--- config.mk ---
export PLATFORM = sky130hd
export DESIGN_NAME = tx_feeder
export DESIGN_NICKNAME = d
export VERILOG_FILES = /design/src/rtl/tx_feeder_pkg.sv /design/src/rtl/tx_feeder_sync_fifo.sv /design/src/rtl/tx_feeder.sv
export SDC_FILE = /design/constraint.sdc
export NUM_CORES = 1
export LEC_CHECK = 0
export ABC_AREA = 1
export CELL_PAD_IN_SITES_DETAIL_PLACEMENT = 0
export CELL_PAD_IN_SITES_GLOBAL_PLACEMENT = 1
export CORE_MARGIN = 2
export CORE_UTILIZATION = 49
export CTS_BUF_LIST = sky130_fd_sc_hd__clkbuf_16
export DETAILED_ROUTE_END_ITERATION = 8
export PLACE_DENSITY_LB_ADDON = 0.3
export REMOVE_ABC_BUFFERS = 1
export SYNTH_ARGS = -nofsm -noshare
export SYNTH_HDL_FRONTEND = slang
export SYNTH_SLANG_ARGS = --single-unit
--- constraint.sdc ---
create_clock -name clk_i -period 1.9 [get_ports clk_i]
set_input_delay 0.19 -clock clk_i [delete_from_list [all_inputs] [get_ports clk_i]]
set_output_delay 0.19 -clock clk_i [all_outputs]
set_load 0.1 [all_outputs]
--- src/rtl/tx_feeder_pkg.sv ---
// Shared definitions for the UART transmit feeder: FSM state encodings and
// default character width / FIFO depth.
package tx_feeder_pkg;

  localparam int DEF_DATA_W     = 8;
  localparam int DEF_FIFO_DEPTH = 16;

  typedef enum logic [1:0] {
    ST_IDLE   = 2'b00,
    ST_START  = 2'b01,
    ST_ACTIVE = 2'b10
  } feeder_state_e;

endpackage

--- src/rtl/tx_feeder_sync_fifo.sv ---
// Show-ahead synchronous FIFO with count-derived full/empty and a flush that
// can optionally keep the in-flight head entry.
module tx_feeder_sync_fifo
  import tx_feeder_pkg::*;
#(
  parameter int DATA_W = DEF_DATA_W,
  parameter int DEPTH  = DEF_FIFO_DEPTH,
  parameter int ADDR_W = $clog2(DEPTH)
) (
  input  logic              clk,
  input  logic              rst_n,
  input  logic              wr_en,
  input  logic [DATA_W-1:0] wr_data,
  input  logic              pop,
  input  logic              flush,
  input  logic              keep_head,
  output logic [DATA_W-1:0] head,
  output logic [ADDR_W:0]   count,
  output logic              empty,
  output logic              full
);

  localparam logic [ADDR_W-1:0] PTR_ONE = ADDR_W'(1);
  localparam logic [ADDR_W:0]   CNT_ONE = (ADDR_W + 1)'(1);
  localparam logic [ADDR_W:0]   CNT_MAX = (ADDR_W + 1)'(DEPTH);

  logic [DATA_W-1:0] mem [DEPTH];
  logic [ADDR_W-1:0] wr_ptr;
  logic [ADDR_W-1:0] rd_ptr;
  logic              wr_ok;

  // Flush wins over a same-cycle write; writes while full are dropped.
  assign wr_ok = wr_en && !full && !flush;
  assign empty = (count == '0);
  assign full  = (count == CNT_MAX);
  assign head  = empty ? '0 : mem[rd_ptr];

  always_ff @(posedge clk) begin
    if (wr_ok) mem[wr_ptr] <= wr_data;
  end

  always_ff @(posedge clk or negedge rst_n) begin
    if (!rst_n) begin
      wr_ptr <= '0;
      rd_ptr <= '0;
      count  <= '0;
    end else if (flush) begin
      if (keep_head) begin
        // Keep only the launched head; if it pops now the FIFO ends empty.
        wr_ptr <= rd_ptr + PTR_ONE;
        count  <= pop ? '0 : CNT_ONE;
        if (pop) rd_ptr <= rd_ptr + PTR_ONE;
      end else begin
        wr_ptr <= rd_ptr;
        count  <= '0;
      end
    end else begin
      if (wr_ok) wr_ptr <= wr_ptr + PTR_ONE;
      if (pop)   rd_ptr <= rd_ptr + PTR_ONE;
      case ({wr_ok, pop})
        2'b10:   count <= count + CNT_ONE;
        2'b01:   count <= count - CNT_ONE;
        default: count <= count;
      endcase
    end
  end

endmodule

--- src/rtl/tx_feeder.sv ---
// Feeds buffered host bytes to the UART Tx module one character at a time,
// popping each only on the rising edge of the Tx done pulse.
module tx_feeder
  import tx_feeder_pkg::*;
#(
  parameter int MAX_UART_DATA_W = DEF_DATA_W,
  parameter int FIFO_DEPTH      = DEF_FIFO_DEPTH,
  parameter int FIFO_ADDR_W     = $clog2(FIFO_DEPTH)
) (
  input  logic                       clk_i,
  input  logic                       rst_ni,
  input  logic                       tx_en_i,
  input  logic                       flush_i,
  input  logic                       wr_valid_i,
  input  logic [MAX_UART_DATA_W-1:0] wr_data_i,
  output logic                       wr_ready_o,
  input  logic                       tx_busy_i,
  input  logic                       tx_done_i,
  output logic                       tx_start_o,
  output logic [MAX_UART_DATA_W-1:0] tx_data_o,
  output logic [FIFO_ADDR_W:0]       fifo_count_o,
  output logic                       fifo_empty_o,
  output logic                       fifo_full_o
);

  feeder_state_e state;
  logic          done_q;
  logic          done_rise;
  logic          pop;
  logic          keep_head;

  assign done_rise  = tx_done_i && !done_q;
  assign pop        = (state == ST_ACTIVE) && done_rise;
  assign keep_head  = (state != ST_IDLE);
  assign wr_ready_o = !fifo_full_o;

  tx_feeder_sync_fifo #(
    .DATA_W (MAX_UART_DATA_W),
    .DEPTH  (FIFO_DEPTH),
    .ADDR_W (FIFO_ADDR_W)
  ) u_fifo (
    .clk       (clk_i),
    .rst_n     (rst_ni),
    .wr_en     (wr_valid_i),
    .wr_data   (wr_data_i),
    .pop       (pop),
    .flush     (flush_i),
    .keep_head (keep_head),
    .head      (tx_data_o),
    .count     (fifo_count_o),
    .empty     (fifo_empty_o),
    .full      (fifo_full_o)
  );

  always_ff @(posedge clk_i or negedge rst_ni) begin
    if (!rst_ni) begin
      state      <= ST_IDLE;
      tx_start_o <= 1'b0;
      done_q     <= 1'b0;
    end else begin
      done_q <= tx_done_i;
      case (state)
        ST_IDLE: begin
          if (tx_en_i && !fifo_empty_o && !tx_busy_i) begin
            state      <= ST_START;
            tx_start_o <= 1'b1;
          end
        end
        ST_START: begin
          if (tx_busy_i) begin
            state      <= ST_ACTIVE;
            tx_start_o <= 1'b0;
          end else if (!tx_en_i) begin
            state      <= ST_IDLE;
            tx_start_o <= 1'b0;
          end
        end
        ST_ACTIVE: begin
          if (done_rise) state <= ST_IDLE;
        end
        default: begin
          state      <= ST_IDLE;
          tx_start_o <= 1'b0;
        end
      endcase
    end
  end

endmodule

==> flow_summary_export.csv, run 1 <==
group,metric,value,unit
run_status,status,"finished with violations",
run_status,violations,"setup timing",
timing,setup_slack,-0.432,ns
floorplanning,fp.coreArea,0.0125,mm2
cts,clkLatencyLatePin,0.43,ns
grt,grt_start_max_net_pins,29,
grt,grt_overflow,0,
cts,cts_hold_buf,0,
cts,htreeDepth,4,
floorplanning,dieWidth,116,um
placement,gp_congestion,0.823,
cts,clock-sinks,145,
drt,wl_met3,1100,um
layout,final_util,66.1,%
grt,track_usage,24.3,%
timing,slew_headroom,57.0,%
drt,dr_total_vias,4627,
drt,vias_per_cell,5.78,
cts,numCtsBuffers,17,
logic_synthesis,synth_edf_count,128,
timing,hold_violations,0,
floorplanning,die_h,116,um
setup_path,worstRegToRegCells,12,
setup_path,worstPathRequired,1.71,ns
drt,routedWlPerCell,20.4,um
setup_path,timing.rr.end,"u_fifo.count[4]",
floorplanning,die-area,0.0135,mm2
timing,worst_pin_slew,0.644,ns
placement,hpwl,9700,um
logic_synthesis,synth_area_per_cell,12.0,um2
setup_path,cp.arrival,2.14,ns
drt,drcViolationCount,0,
setup_path,path_class,"register to output port",
cts,path_clk_slew,0.06,ns
setup_path,max_stage_delay,0.51,ns
drt,wl_met2,8100,um
logic_synthesis,syn_inst,516,
logic_synthesis,synthXorXnorAreaFrac,0.708,%
setup_path,crit_path_end_kind,"output port",
setup_path,worst-path-buf-inv,3,
layout,area_growth,33.3,%
logic_synthesis,synthTopCellsByArea,"edfxtp_1, dfrtp_1, o21ai_0",
logic_synthesis,ys_seq_area_share,69.0,%
setup_path,startpoint,"u_fifo.rd_ptr[0]",
layout,instances_no_fill,800,
logic_synthesis,synth-adder-area-share,1.42,%
timing,timing.hold.ws,0.0988,ns
timing,post-route-period-util,123,%
drt,wl_met1,6650,um
logic_synthesis,yosys_warnings,0,
placement,place_ws,-0.0267,ns
logic_synthesis,synth_top_family_by_area,"compound AO/OA/AOI/OAI gates",
setup_path,crit_slowest_cell,"dfrtp_2",
logic_synthesis,ys_types,32,
drt,highest_layer,"met4",
power,leakage,3.04,nW
cts,cts_tree,"built",
layout,fillers,906,
timing,clock_skew,0.00705,ns
hold_path,hp-class,"primary input to asynchronous set/reset pin",
logic_synthesis,syn_area,0.00618,mm2
timing,setup_violations,8,
setup_path,crit_chain,"buf_6, clkbuf_16, o21ai_0, o221ai_1, nand3_1, a21oi_2, buf_12",
cts,clockBufferDepth,2,
floorplanning,start_util,49.6,%
placement,placed_cells,749,
logic_synthesis,yosysTopAreaCell,"edfxtp_1",
logic_synthesis,ys.flop_type,"edfxtp_1",
power,p_per_area,1870,mW/mm2
logic_synthesis,yosys.area_share.simple,12.0,%
timing,finalMaxSlewViolations,0,
setup_path,cp_top_family,"flip-flops",
floorplanning,rows,41,
drt,drtPass1Iterations,5,
floorplanning,io_pins,32,
flow_run,cap_viol_max_count,0,
timing,period_needed,2.33,ns
grt,antenna_found_initial,0,
logic_synthesis,synth-seq-cells,145,
timing,max_freq,429,MHz
logic_synthesis,synth_top_area_share,62.2,%
setup_path,r2r_start,"u_fifo.count[3]",
setup_path,rrSetupSlack,0.11,ns
drt,drt_iter0_drc,576,
placement,portBuffers,31,
logic_synthesis,synth-compound-area-share,13.1,%
layout,drive_above_1_share,29.8,%
grt,grt_pass1_wl,23600,um
timing,rsz0062_at_grt,"true",
logic_synthesis,synth-async-reset-ratio,11.7,%
layout,num-nets-final,637,
setup_path,crit_fanout,7,
cts,ctsRootBufferMaster,"clkbuf_16",
grt,grt_pass1_vias,4387,
layout,diodes,0,
timing,fin_tns_setup,-3.13,ns
drt,drt_wl_total,16300,um
setup_path,cp-start-kind,"register",
drt,ant_nets,0,
logic_synthesis,synth_mux_area_share,0,%
power,peakVddDrop,0.821,mV
-- cell type report --
| type | count | area (um2) | share of cell area, % |
|---|---|---|---|
| multi-input combinational | 318 | 1910 | 23.1 |
| sequential | 145 | 4270 | 51.8 |
| clock inverter | 15 | 143 | 1.73 |
| clock buffer | 17 | 425 | 5.16 |
| tap | 172 | 215 | 2.61 |
| timing repair buffer | 104 | 1170 | 14.1 |
| inverter | 29 | 116 | 1.41 |
-- timing repair --
item,4_1_cts,5_1_grt
endpoints found under the setup margin,8,10
gates resized for setup,17,69
cloned,1,5
setup buffers,1,14
pin swaps,4,29
-- per-layer routing --
metal	vias up	track usage, %
met5	-	0
met4	0	11.6
met3	38	5.19
met2	206	39.1
met1	2295	31.7
li1	2088	-
-- worst max-delay path by stage --
stage / to / slack, ns / cells past startpoint
finish: tx_data_o[0] / -0.43 / 7
global route: tx_data_o[3] / -0.52 / 6
CTS: tx_data_o[2] / -0.42 / 10
detailed placement: tx_data_o[2] / -0.03 / 8
global placement: u_fifo.mem[11][4] / -0.004 / 6
floorplan: tx_data_o[0] / -2.02 / 4
-- logic make-up (layout without fill, tap and decap cells) --
group	Yosys count	after routing
DFF	145	145
buffers and inverters	53	165
AOI/OAI and AO/OA	139	139
and+or+nand+nor	167	167
adders and majority gates	7	7
xor gates and xnor gates	5	5
-- state kept, by name (all words and copies together), names as in the netlist --
register and flops:
tx_start_o 1, u_fifo.count 5, u_fifo.wr_ptr 4, state 2, done_q 1, u_fifo.rd_ptr 4, u_fifo.mem 128
-- cell usage in the layout (no fill, tap or decap), types with 16 or more instances in the layout --
cell       netlist  final
buf_12           0     20
buf_4            3     58
clkbuf_16        0     21
edfxtp_1       128    128
inv_1           21     22
nand2_1         36     34
nand3_1         21     16
nor2_1          94     87
o21ai_0         73     55
o21ai_1         11     20
-- cell usage after synthesis, types with 2 or more instances --
library cell / number
edfxtp_1: 128
nand3_1: 21
o21ai_1: 11
a31oi_1: 2
o211ai_1: 2
o21ai_0: 73
inv_1: 21
nor2_2: 2
nand2_2: 5
nand3_4: 2
buf_2: 8
inv_2: 7
o221ai_1: 24
nor2_1: 94
a21oi_1: 16
nand3_2: 3
buf_4: 3
nor2_4: 2
nand2_1: 36
dfrtp_1: 17
o22ai_1: 9
ha_1: 7
xor2_1: 4
clkbuf_1: 11
-- per-stage QoR --
step / power [mW] / area (um2)
finish: 15.4 / 8240
global route: 16.1 / 8240
CTS: 14.4 / 7820
detailed placement: 10.9 / 7150
global placement: 10.7 / 7150
floorplan: 7.55 / 6060
-- power by group --
| part | total [mW] | switching, mW | internal (mW) |
|---|---|---|---|
| clock | 3.21 | 1.29 | 1.91 |
| combinational | 8.24 | 5.14 | 3.10 |
| sequential | 3.99 | 0.221 | 3.77 |
| total | 15.4 | 6.65 | 8.79 |
Note: power is estimated with default switching activity, not from simulation.
==> inputs of run 2 (changes only) <==
--- a/config.mk
+++ b/config.mk
@@ -12,6 +12,7 @@
 export CORE_UTILIZATION = 49
 export CTS_BUF_LIST = sky130_fd_sc_hd__clkbuf_16
 export DETAILED_ROUTE_END_ITERATION = 8
+export HOLD_SLACK_MARGIN = 0.05
 export PLACE_DENSITY_LB_ADDON = 0.3
 export REMOVE_ABC_BUFFERS = 1
 export SYNTH_ARGS = -nofsm -noshare
==> results of run 2 <==
No change in the layout: final DEF, timing and power equal those of run 1.
